$ cat config.mk
export PLATFORM = sky130hd
export DESIGN_NAME = hazard_scoreboard
export DESIGN_NICKNAME = d
export VERILOG_FILES = /design/src/rtl/hazard_scoreboard.sv
export SDC_FILE = /design/constraint.sdc
export NUM_CORES = 1
export LEC_CHECK = 0
export CAP_MARGIN = 5
export CORE_MARGIN = 8
export CORE_UTILIZATION = 51
export CTS_BUF_LIST = sky130_fd_sc_hd__clkbuf_4 sky130_fd_sc_hd__clkbuf_8 sky130_fd_sc_hd__clkbuf_16
export DETAILED_ROUTE_END_ITERATION = 6
export GPL_TIMING_DRIVEN = 0
export PLACE_DENSITY = 0.81
export SKIP_LAST_GASP = 1
export SYNTH_ARGS = -nofsm -noshare
export SYNTH_HDL_FRONTEND = slang
export SYNTH_SLANG_ARGS = --single-unit
$ cat constraint.sdc
create_clock -name CLK -period 6.2 [get_ports CLK]
set_input_delay 0.62 -clock CLK [delete_from_list [all_inputs] [get_ports CLK]]
set_output_delay 0.62 -clock CLK [all_outputs]
set_load 0.01 [all_outputs]
$ cat src/rtl/hazard_scoreboard.sv
// Hazard/forwarding controller: tracks register writers in DEPTH stages behind ID,
// picks forwarding sources, detects load-use stalls and counts stall cycles.

module hazard_src_match #(
    parameter int DEPTH    = 3,
    parameter int LOAD_LAT = 1,
    parameter int RA_W     = 5
) (
    input  logic                       id_valid,
    input  logic                       use_rs,
    input  logic [RA_W-1:0]            rs,
    input  logic [DEPTH-1:0]           wr_vld,
    input  logic [DEPTH-1:0][RA_W-1:0] wr_rd,
    input  logic [DEPTH-1:0]           wr_load,
    output logic [3:0]                 fwd_sel,
    output logic                       hazard
);
    // Scan oldest to youngest so the youngest matching writer wins.
    always_comb begin
        fwd_sel = '0;
        hazard  = 1'b0;
        if (id_valid && use_rs && rs != '0) begin
            for (int k = DEPTH - 1; k >= 0; k--) begin
                if (wr_vld[k] && wr_rd[k] == rs) begin
                    fwd_sel = 4'(k + 1);
                    hazard  = wr_load[k] && (k < LOAD_LAT);
                end
            end
        end
    end
endmodule

module hazard_scoreboard #(
    parameter int DEPTH    = 3,
    parameter int LOAD_LAT = 1,
    parameter int RA_W     = 5,
    parameter int CNT_W    = 32
) (
    input  logic             CLK,
    input  logic             RST,
    input  logic             ID_VALID,
    input  logic [RA_W-1:0]  ID_RS1,
    input  logic [RA_W-1:0]  ID_RS2,
    input  logic             ID_USE_RS1,
    input  logic             ID_USE_RS2,
    input  logic [RA_W-1:0]  ID_RD,
    input  logic             ID_REGWRITE,
    input  logic             ID_IS_LOAD,
    input  logic             FLUSH,
    output logic             STALL_ID,
    output logic [3:0]       FWD_SEL1,
    output logic [3:0]       FWD_SEL2,
    output logic [3:0]       INFLIGHT,
    output logic [CNT_W-1:0] STALL_CNT
);
    typedef struct packed {
        logic            valid;
        logic [RA_W-1:0] rd;
        logic            regwrite;
        logic            is_load;
    } slot_t;

    slot_t [DEPTH-1:0]       slot_q, slot_d;
    logic  [3:0]             inflight_q, inflight_d;
    logic  [CNT_W-1:0]       stall_cnt_q, stall_cnt_d;

    logic [DEPTH-1:0]           wr_vld;
    logic [DEPTH-1:0][RA_W-1:0] wr_rd;
    logic [DEPTH-1:0]           wr_load;
    logic [1:0][RA_W-1:0]       rs_v;
    logic [1:0]                 use_v;
    logic [1:0][3:0]            fwd_v;
    logic [1:0]                 haz_v;

    always_comb begin
        for (int k = 0; k < DEPTH; k++) begin
            wr_vld[k]  = slot_q[k].valid && slot_q[k].regwrite && (slot_q[k].rd != '0);
            wr_rd[k]   = slot_q[k].rd;
            wr_load[k] = slot_q[k].is_load;
        end
    end

    assign rs_v  = {ID_RS2, ID_RS1};
    assign use_v = {ID_USE_RS2, ID_USE_RS1};

    genvar n;
    generate
        for (n = 0; n < 2; n++) begin : g_src
            hazard_src_match #(
                .DEPTH   (DEPTH),
                .LOAD_LAT(LOAD_LAT),
                .RA_W    (RA_W)
            ) u_match (
                .id_valid(ID_VALID),
                .use_rs  (use_v[n]),
                .rs      (rs_v[n]),
                .wr_vld  (wr_vld),
                .wr_rd   (wr_rd),
                .wr_load (wr_load),
                .fwd_sel (fwd_v[n]),
                .hazard  (haz_v[n])
            );
        end
    endgenerate

    // Flush wins over a hazard: the killed instruction must not hold the front end.
    assign STALL_ID = ID_VALID && !FLUSH && (|haz_v);
    assign FWD_SEL1 = fwd_v[0];
    assign FWD_SEL2 = fwd_v[1];

    always_comb begin
        slot_d[0].valid    = ID_VALID && !FLUSH && !STALL_ID;
        slot_d[0].rd       = ID_RD;
        slot_d[0].regwrite = ID_REGWRITE;
        slot_d[0].is_load  = ID_IS_LOAD;
        for (int k = 1; k < DEPTH; k++) begin
            slot_d[k] = slot_q[k-1];
        end
        inflight_d = '0;
        for (int k = 0; k < DEPTH; k++) begin
            inflight_d = inflight_d + {3'b000, slot_d[k].valid};
        end
        stall_cnt_d = stall_cnt_q;
        if (STALL_ID && stall_cnt_q != '1) begin
            stall_cnt_d = stall_cnt_q + CNT_W'(1);
        end
    end

    always_ff @(posedge CLK) begin
        if (RST) begin
            slot_q      <= '0;
            inflight_q  <= '0;
            stall_cnt_q <= '0;
        end else begin
            slot_q      <= slot_d;
            inflight_q  <= inflight_d;
            stall_cnt_q <= stall_cnt_d;
        end
    end

    assign INFLIGHT  = inflight_q;
    assign STALL_CNT = stall_cnt_q;
endmodule

Yosys cells after proc, flatten, opt, wreduce, memory -nomap -nowiden
Cells that the tools add are included.

Equality and inequality tests: 7. Muxes and demuxes: 12. $add $sub $neg: 3. Reduce and logical (&&, ||, !) cells: 28.

Operators with widths (count): adder 32 x 1 -> 32 bit, second input constant (1); inequality test 32 bit, second input constant (1); == test 5 bit (6); nonzero test 5 bit (5); logical AND 1 bit (20); two-way mux 2 bit (8); two-way mux 1 bit (4); adder 2 x 1 -> 3 bit (1); adder 1 x 1 -> 2 bit (1); zero test 1 bit (2); OR reduction 2 bit (1).

Bits in registers: 58. Word-level logic and storage cells: 62. Input bits: 23.

Logic depth before layout (Yosys ltp)
Depth after elaboration: 11. Gate-level depth with buffers: 8.

Modules after synthesis
From an unflattened synthesis, not the netlist that was laid out.

Cells, all modules: 334. Area, all modules: 2991.6 um^2.

Modules (own cells, without submodules): hazard_scoreboard (sequential area each 1161.1 um^2, cells an instance 270, times used 1, area an instance 2518.7 um^2); hazard_src_match (sequential area each 0.0 um^2, cells an instance 32, times used 2, area an instance 236.5 um^2).

Worst setup path before layout
Ideal clock, no wire load.

Path type: input port to output port. Start: input port ID_RS1[2]. End: output port STALL_ID. Data required time: 5.580 ns. Data arrival time: 1.991 ns. Buffers on the path: 0. Slack: 3.589 ns. Stages on the path: 6. Path through: xor2_1 -> or4_4 -> nor4_4 -> inv_2 -> o22ai_1 -> nor2b_1.

Word-level cells in the longest chain between the ends: 6. Elaborated cells on any way between the ends: 8. Classes of those cells: eq/ne (1); mux (2); reduce/logical (5).

RTL lines: start, declared (RTL line 42) `input logic [RA_W-1:0] ID_RS1,`; == test 5 bit (RTL line 24) `if (wr_vld[k] && wr_rd[k] == rs) begin`; logical AND 1 bit (RTL line 24); two-way mux 1 bit (RTL line 24); two-way mux 1 bit (*) (RTL line 22) `if (id_valid && use_rs && rs != '0) begin`; OR reduction 2 bit (*) (RTL line 107) `assign STALL_ID = ID_VALID && !FLUSH && (|haz_v);`; logical AND 1 bit (*) (RTL line 107); end, declared (RTL line 50) `output logic STALL_ID,`.

Mark *: on every way between the ends. The rest lies on a longest branch, timed or not.

Worst setup path after layout
Start: input port ID_RS2[4]. End: output port STALL_ID.

Word-level cells in the longest chain between the ends: 6. Elaborated cells on any way between the ends: 8. Classes of those cells: eq/ne (1); mux (2); reduce/logical (5).

RTL lines: start, declared (RTL line 43) `input logic [RA_W-1:0] ID_RS2,`; == test 5 bit (RTL line 24); logical AND 1 bit (RTL line 24); two-way mux 1 bit (RTL line 24); two-way mux 1 bit (*) (RTL line 22); OR reduction 2 bit (*) (RTL line 107); logical AND 1 bit (*) (RTL line 107).

Marked as above.

==> impl_metrics.env <==
export IMPL_outcome="finished, final reports clean"
export IMPL_cts_tree="built"
export IMPL_setup_repair_after_global_routing_missed_its_margin="no"
export IMPL_clk_latency_ps=310
export IMPL_worst_ep_required_time_ps=5580
export IMPL_fp_coreArea_mm2=0.00585
export IMPL_cp_arrival_ps=3180
export IMPL_cts_htree_levels=2
export IMPL_placedInstanceArea_mm2=0.00378
export IMPL_postCtsResizedCells=0
export IMPL_route_vias_total=2782
export IMPL_post_cts_repair_setup_buffers=0
export IMPL_initialDrtViolationCount=151
export IMPL_vias_per_cell=5.59
export IMPL_post_cts_hold_buffer_count=0
export IMPL_cpPeakStageDelay_ps=580
export IMPL_internal_power_mw=0.493
export IMPL_route_met2_wl_mm=3.93
export IMPL_p_clk_share_pct=32.7
export IMPL_worst_path_max_delay_cell="or4_1"
export IMPL_post_synth_inst_count=350
export IMPL_post_synth_top_area_cell="dfxtp_1"
export IMPL_track_usage_pct=18.7
export IMPL_rows=28
export IMPL_finalCriticalPeriod_ps=3800
export IMPL_gp_congestion=0.877
export IMPL_globalRouteOverflowTotal=0
export IMPL_floorplan_die_width_um=93.5
export IMPL_number_of_remaining_drc_errors=0
export IMPL_drt_first_pass_iters=4
export IMPL_post_route_cells_drive_above_1_share_pct=6.38
export IMPL_io_buffer_count=60
export IMPL_wirelength_mm=8.09
export IMPL_report_final_slew_viol_count=0
export IMPL_path_delay_family="buffers and inverters"
export IMPL_synth_yosys_seq_area_share_pct=36.6
export IMPL_static_leakage_nw=1.41
export IMPL_cellPowerDensity_mw_per_mm2=167
export IMPL_hold_worst_slack_ps=476
export IMPL_layout_cells_most_common_list="clkdlybuf4s50_1 (60), dfxtp_1 (56), nor2b_1 (47)"
export IMPL_synth_cell_area_mm2=0.00307
export IMPL_pwr_share_comb_pct=9.9
export IMPL_grt_first_pass_wirelength_mm=13.5
export IMPL_design_power_total_mw=0.648
export IMPL_synth_ff_latch_count=56
export IMPL_numClockSinks=56
export IMPL_max_fanout_on_critical_path=4
export IMPL_route_detailed_wl_per_inst_um=16.2
export IMPL_netSwitchingFraction_pct=24.0
export IMPL_maxUsedRoutingLayer="met4"
export IMPL_io_pin_count=68
export IMPL_timing_critical_path_mode_cell="clkdlybuf4s50_1"
export IMPL_initial_standard_cell_utilization_of_the_core_pct=52.4
export IMPL_antenna_found_initial=0
export IMPL_layout_nets=447
export IMPL_critPathLaunchType="input pin"
export IMPL_half_perimeter_wire_length_after_placement_mm=6.07
export IMPL_layout_area_overhead_vs_synth_pct=26.4
export IMPL_clock_path_buffers=2
export IMPL_grt_pass1_vias=2777
export IMPL_maxCapViolations=0
export IMPL_totalNegativeSetupSlack_ps=0
export IMPL_tritoncts_num_buffers=5
export IMPL_end_kind="output port"
export IMPL_switching_power_of_the_nets_mw=0.155
export IMPL_timing_final_crit_share_pct=61.4
export IMPL_synth_cell_type_count=43
export IMPL_stdcell_area_mm2=0.00388
export IMPL_synth_top_cells_by_area="dfxtp_1 (37%), nor2b_1 (9.6%), mux2_1 (8.1%)"
export IMPL_synth_area_per_cell_um2=8.76
export IMPL_yosys_area_top_type_share_pct=36.6
export IMPL_area_enclosed_by_the_die_boundary_mm2=0.00875
export IMPL_irDropWorstVdd_mv=0.124
export IMPL_worst_path_buf_inv=3
export IMPL_grt_max_degree=17
export IMPL_n_antenna_cell=0
export IMPL_worst_slew_pin_transition_ps=609
export IMPL_ys_warn_count=0
export IMPL_drt_met1_wl_mm=3.51
export IMPL_fmaxAchievable_ghz=0.263
export IMPL_ant_nets=0
export IMPL_slew_headroom_pct=59.4
export IMPL_timing_worst_setup_path_type="in2out"
export IMPL_finalSetupViolCount=0
export IMPL_p_seq_share_pct=57.4
export IMPL_finalClockSkew_ps=6.58
export IMPL_worst_setup_hold_path_clk_slew_ps=100
export IMPL_path_cells="clkdlybuf4s50_1, xor2_1, or4_1, nor4_4, inv_1, o22ai_1, nor2b_1, clkdlybuf4s50_1"
export IMPL_leading_cell_type_in_the_layout_fill_and_taps_excluded="clkdlybuf4s50_1"
export IMPL_met3_length_um=578
export IMPL_hold_path_class="reg2reg"
export IMPL_die_height_um=93.5
export IMPL_hold_violations=0
export IMPL_ctsRootBufferMaster="clkbuf_8"
worst paths after layout:
check / start / to / slack (ps) / depth (start not counted)
worst min-delay path: slot_d[17] / slot_q[17] / 480 / 1
worst min register to register: slot_d[17] / slot_q[17] / 480 / 1
worst max-delay path: ID_RS2[4] / STALL_ID / 2400 / 8
worst max register to register: slot_d[14] / STALL_CNT[26] / 3500 / 7
synthesized netlist by cell type, drive strengths merged:
cell / n
o211ai: 3
o22ai: 1
xnor2: 10
nor4: 13
inv: 5
and4: 2
a21oi: 11
fa: 1
nand3: 20
nor2: 31
nand2b: 4
nor3b: 1
nand2: 12
and3: 4
mux2: 22
nor3: 18
o311a: 1
xor2: 20
conb: 1
and2: 1
nand3b: 1
or3: 2
o21ai: 2
o31ai: 7
a211oi: 1
clkbuf: 10
dfxtp: 56
nand4: 7
a22oi: 1
mux2i: 1
buf: 15
nor2b: 47
or4b: 1
ha: 1
or4: 15
nor4b: 2
stage by stage:
stage / setup slack [ps] / std cells / util, %
floorplan: 3590 / 355 / -
global placement: 2470 / 490 / 64.6
detailed placement: 2420 / 490 / 64.6
CTS: 2410 / 498 / 66.3
global route: 2280 / 498 / 66.3
finish: 2400 / 498 / 66.3
routing by layer:
metal  track usage (%)  up-vias
met5                 0        -
met4              5.02        0
met2              31.9       93
li1                  -     1359
met1              23.2     1325
met3              4.09        5
logic make-up (layout without fill, tap and decap cells):
| family | count (synthesis) | after routing | synth area share [%] |
|---|---|---|---|
| simple gates | 181 | 181 | 34.6 |
| other cells | 1 | 6 | 0.122 |
| buf+inv | 30 | 98 | 4.90 |
| xor+xnor | 30 | 30 | 8.57 |
| fa+ha+maj | 2 | 2 | 1.06 |
| mux | 23 | 23 | 8.41 |
| compound gates | 27 | 27 | 5.76 |
| flops | 56 | 56 | 36.6 |
worst reg2reg max path, delay by kind of cell, from the launching register on:
family	cells	cell delay (ps)
buffers and inverters	1	230
DFF	1	370
AOI/OAI and AO/OA	1	180
muxes	1	360
and+or+nand+nor	3	1290
xor gates and xnor gates	1	180
state kept, by name (all words and copies together) (netlist names):
signal     cells
slot_d        15
INFLIGHT       2
STALL_CNT     32
slot_q         7
power by group through the flow:
stage | registers [mW] | clock network [mW] | logic [mW]
after floorplan | 0.379 | 0 | 0.0363
after global placement | 0.380 | 0 | 0.0619
after detailed placement | 0.381 | 0 | 0.0639
after CTS | 0.372 | 0.215 | 0.0643
after global routing | 0.373 | 0.230 | 0.0701
final | 0.372 | 0.212 | 0.0640
final cells by class:
type | count | area, um^2
Buffer | 25 | 131
Sequential cell | 56 | 1120
Multi-Input combinational cell | 269 | 1810
Clock inverter | 1 | 7.51
Timing Repair Buffer | 60 | 601
Tap cell | 75 | 93.8
Clock buffer | 7 | 90.1
Fill cell | 501 | 1970
Inverter | 5 | 18.8
No activity file was read; power rests on OpenSTA's default activity.
==> RTL change, RTL diff (same flow settings) <==
Put one more register stage on the output `STALL_CNT`. The value now appears one clock later. The other outputs are not delayed to match.
--- a/src/rtl/hazard_scoreboard.sv
+++ b/src/rtl/hazard_scoreboard.sv
@@ -139,6 +139,8 @@
     end
 
     assign INFLIGHT  = inflight_q;
-    assign STALL_CNT = stall_cnt_q;
+    always_ff @(posedge CLK) begin
+        STALL_CNT <= stall_cnt_q;
+    end
 endmodule
 
Formal check against the unedited RTL: not equivalent (a bounded check fails within 4 cycles, from zero or initial values and one cycle with RST high).
==> RTL change against the unedited design <==
  * Final area up 18%
  * Routed wire length up 7.6%
  * Largest cell class is now registers
  * Power up 64%
  * Sequential share of layout area up 9.5 points
  * Maximum frequency up 0.42%
  * Sequential cell count up 32
  * Area after synthesis up 19%
  * Die area up 15%
  * Synthesized cell count up 5.1%
  * Worst setup slack better by 0.016 ns
==> RTL change: results (changes against the unedited design) <==
metric,value,unit,change
status,"complete, no violations",,
pre-CTS WS,2.43,ns,+0.0118 ns
Pint,0.838,mW,+70%
synth cell count leaders,"88 x dfxtp_1, 31 x nor2b_1, 26 x a21oi_1, 22 x or4_1, 20 x xnor2_1",,
sequential share of power,54.2,%,-3.2 points
PostCTS Resize Cnt,0,,unchanged
first-pass GRT wire length,14300,um,+6.1%
ys async rst share,0,%,unchanged
vias in the first global route,2983,,+7.4%
CTS root buffer,clkbuf_8,,
Leakage,1.55,nW,+9.3%
DR pass1 iterations,4,,unchanged
crit path DAT,3.17,ns,about the same
Placement Cell Area,0.00436,sq mm,+15%
power per cell area,232,mW/mm^2,+39%
CP Max Fanout,8,,+4
port bufs,59,,-1.7%
multiplexer share of the synthesized area,1.82,%,-6.6 points
Synth Area in Compound Gates,10.6,%,+4.9 points
setup bufs post-CTS,0,,unchanged
clk_lat worst skew,0.35,ns,+0.04 ns
TritonCTS Buffers,9,,+4
pin count of the biggest net entering global routing,15,,-2
clock network power,0.423,mW,+100%
xor-xnor portion of the synthesized cell area,7.47,%,-1.1 points
relative slew slack,47.2,%,-12 points
"Seq/Total Area, Yosys",48.5,%,+12 points
Vias per Instance,5.53,,-1.1%
Detailed Place HPWL,6490,um,+6.9%
"Net count, final",468,,+4.7%
Antenna diodes,0,,unchanged
WL/cell,16.0,um,-1.3%
H-tree depth,3,,+1
CTS clock-pin slew for the worst setup and hold paths,0.08,ns,-0.02 ns
adder-cell area share of the yosys netlist,0.895,%,-0.17 points
post-synth cell types,44,,+2.3%
Hold WC Path Type,register to register,,
gpl congestion,0.872,,-0.62%
initial antenna violation count,0,,unchanged
hold depth,0,,-1
Post-synth top flop,dfxtp_1,,
layout cell share with drive strength beyond 1,8.95,%,+2.6 points
Filler Cell Count,561,,+12%
Placed Cells,528,,+7.8%
R2R depth,8,,+1
Synth Warn #,0,,unchanged
DRC Markers,0,,unchanged
"top cells by area, synth","dfxtp_1 48%, nor2b_1 5.3%, xnor2_1 4.8%, or4_1 4.5%, a21oi_1 3.6%",,
gr usage total,17.7,%,-0.99 points
Clock Skew,0.00707,ns,+0.000491 ns
Finished Layout Cells,543,,+9.0%
syn avg cell area,9.88,sq um,+13%
maximum VDD drop,159,uV,+29%
drt first-iter violations,176,,+17%
==> RTL change: cell types whose count changed in the layout (fill, tap and decap cells not counted), moves of 11 or more <==
cell,change
dfxtp_1,+32
mux2_1,-21
nor2_1,-20
nor2b_1,-16
a21oi_1,+15
or3_1,+11
==> RTL change: per-layer routing <==
layer	global-route usage, %	vias to the layer above	wire [um]
met5	0	-	0
met2	29.0	92	4120
li1	-	1485	-
met3	6.51	18	606
met4	7.33	0	187
met1	20.4	1406	3790
==> RTL change: worst max-delay path: stages <==
cell and delay, ns:
clkdlybuf4s50_1 0.54, or4_1 0.62, o2111ai_1 0.35, nor4_4 0.11
nor2_2 0.30, nor2_1 0.12, clkdlybuf4s50_1 0.50
==> RTL change: area by class of cell <==
cell class / count / area [sq um] / share of cell area (%)
clock inverter: 5 / 81.3 / 1.77
timing repair buffer: 59 / 591 / 12.9
sequential: 88 / 1760 / 38.4
multi-input combinational: 262 / 1760 / 38.3
clock buffer: 10 / 138 / 3.00
tap: 96 / 120 / 2.62
inverter: 1 / 3.75 / 0.0819
buffer: 22 / 133 / 2.89
==> RTL change: path summary, 6_finish.rpt <==
| kind | slack [ns] | endpoint | start |
|---|---|---|---|
| setup / recovery | 2.41 | STALL_ID | ID_RS2[0] |
| hold / removal | 0.39 | STALL_CNT[20] | stall_cnt_q[20] |
| setup reg to reg | 3.73 | stall_cnt_q[1] | stall_cnt_q[2] |
| hold reg to reg | 0.39 | STALL_CNT[20] | stall_cnt_q[20] |
==> RTL change: cells by family after synthesis <==
kind of cell / after synthesis
simple gates: 157
xor+xnor: 31
fa+ha+maj: 2
compound gates: 60
flops: 88
mux: 6
other cells: 1
buf+inv: 23
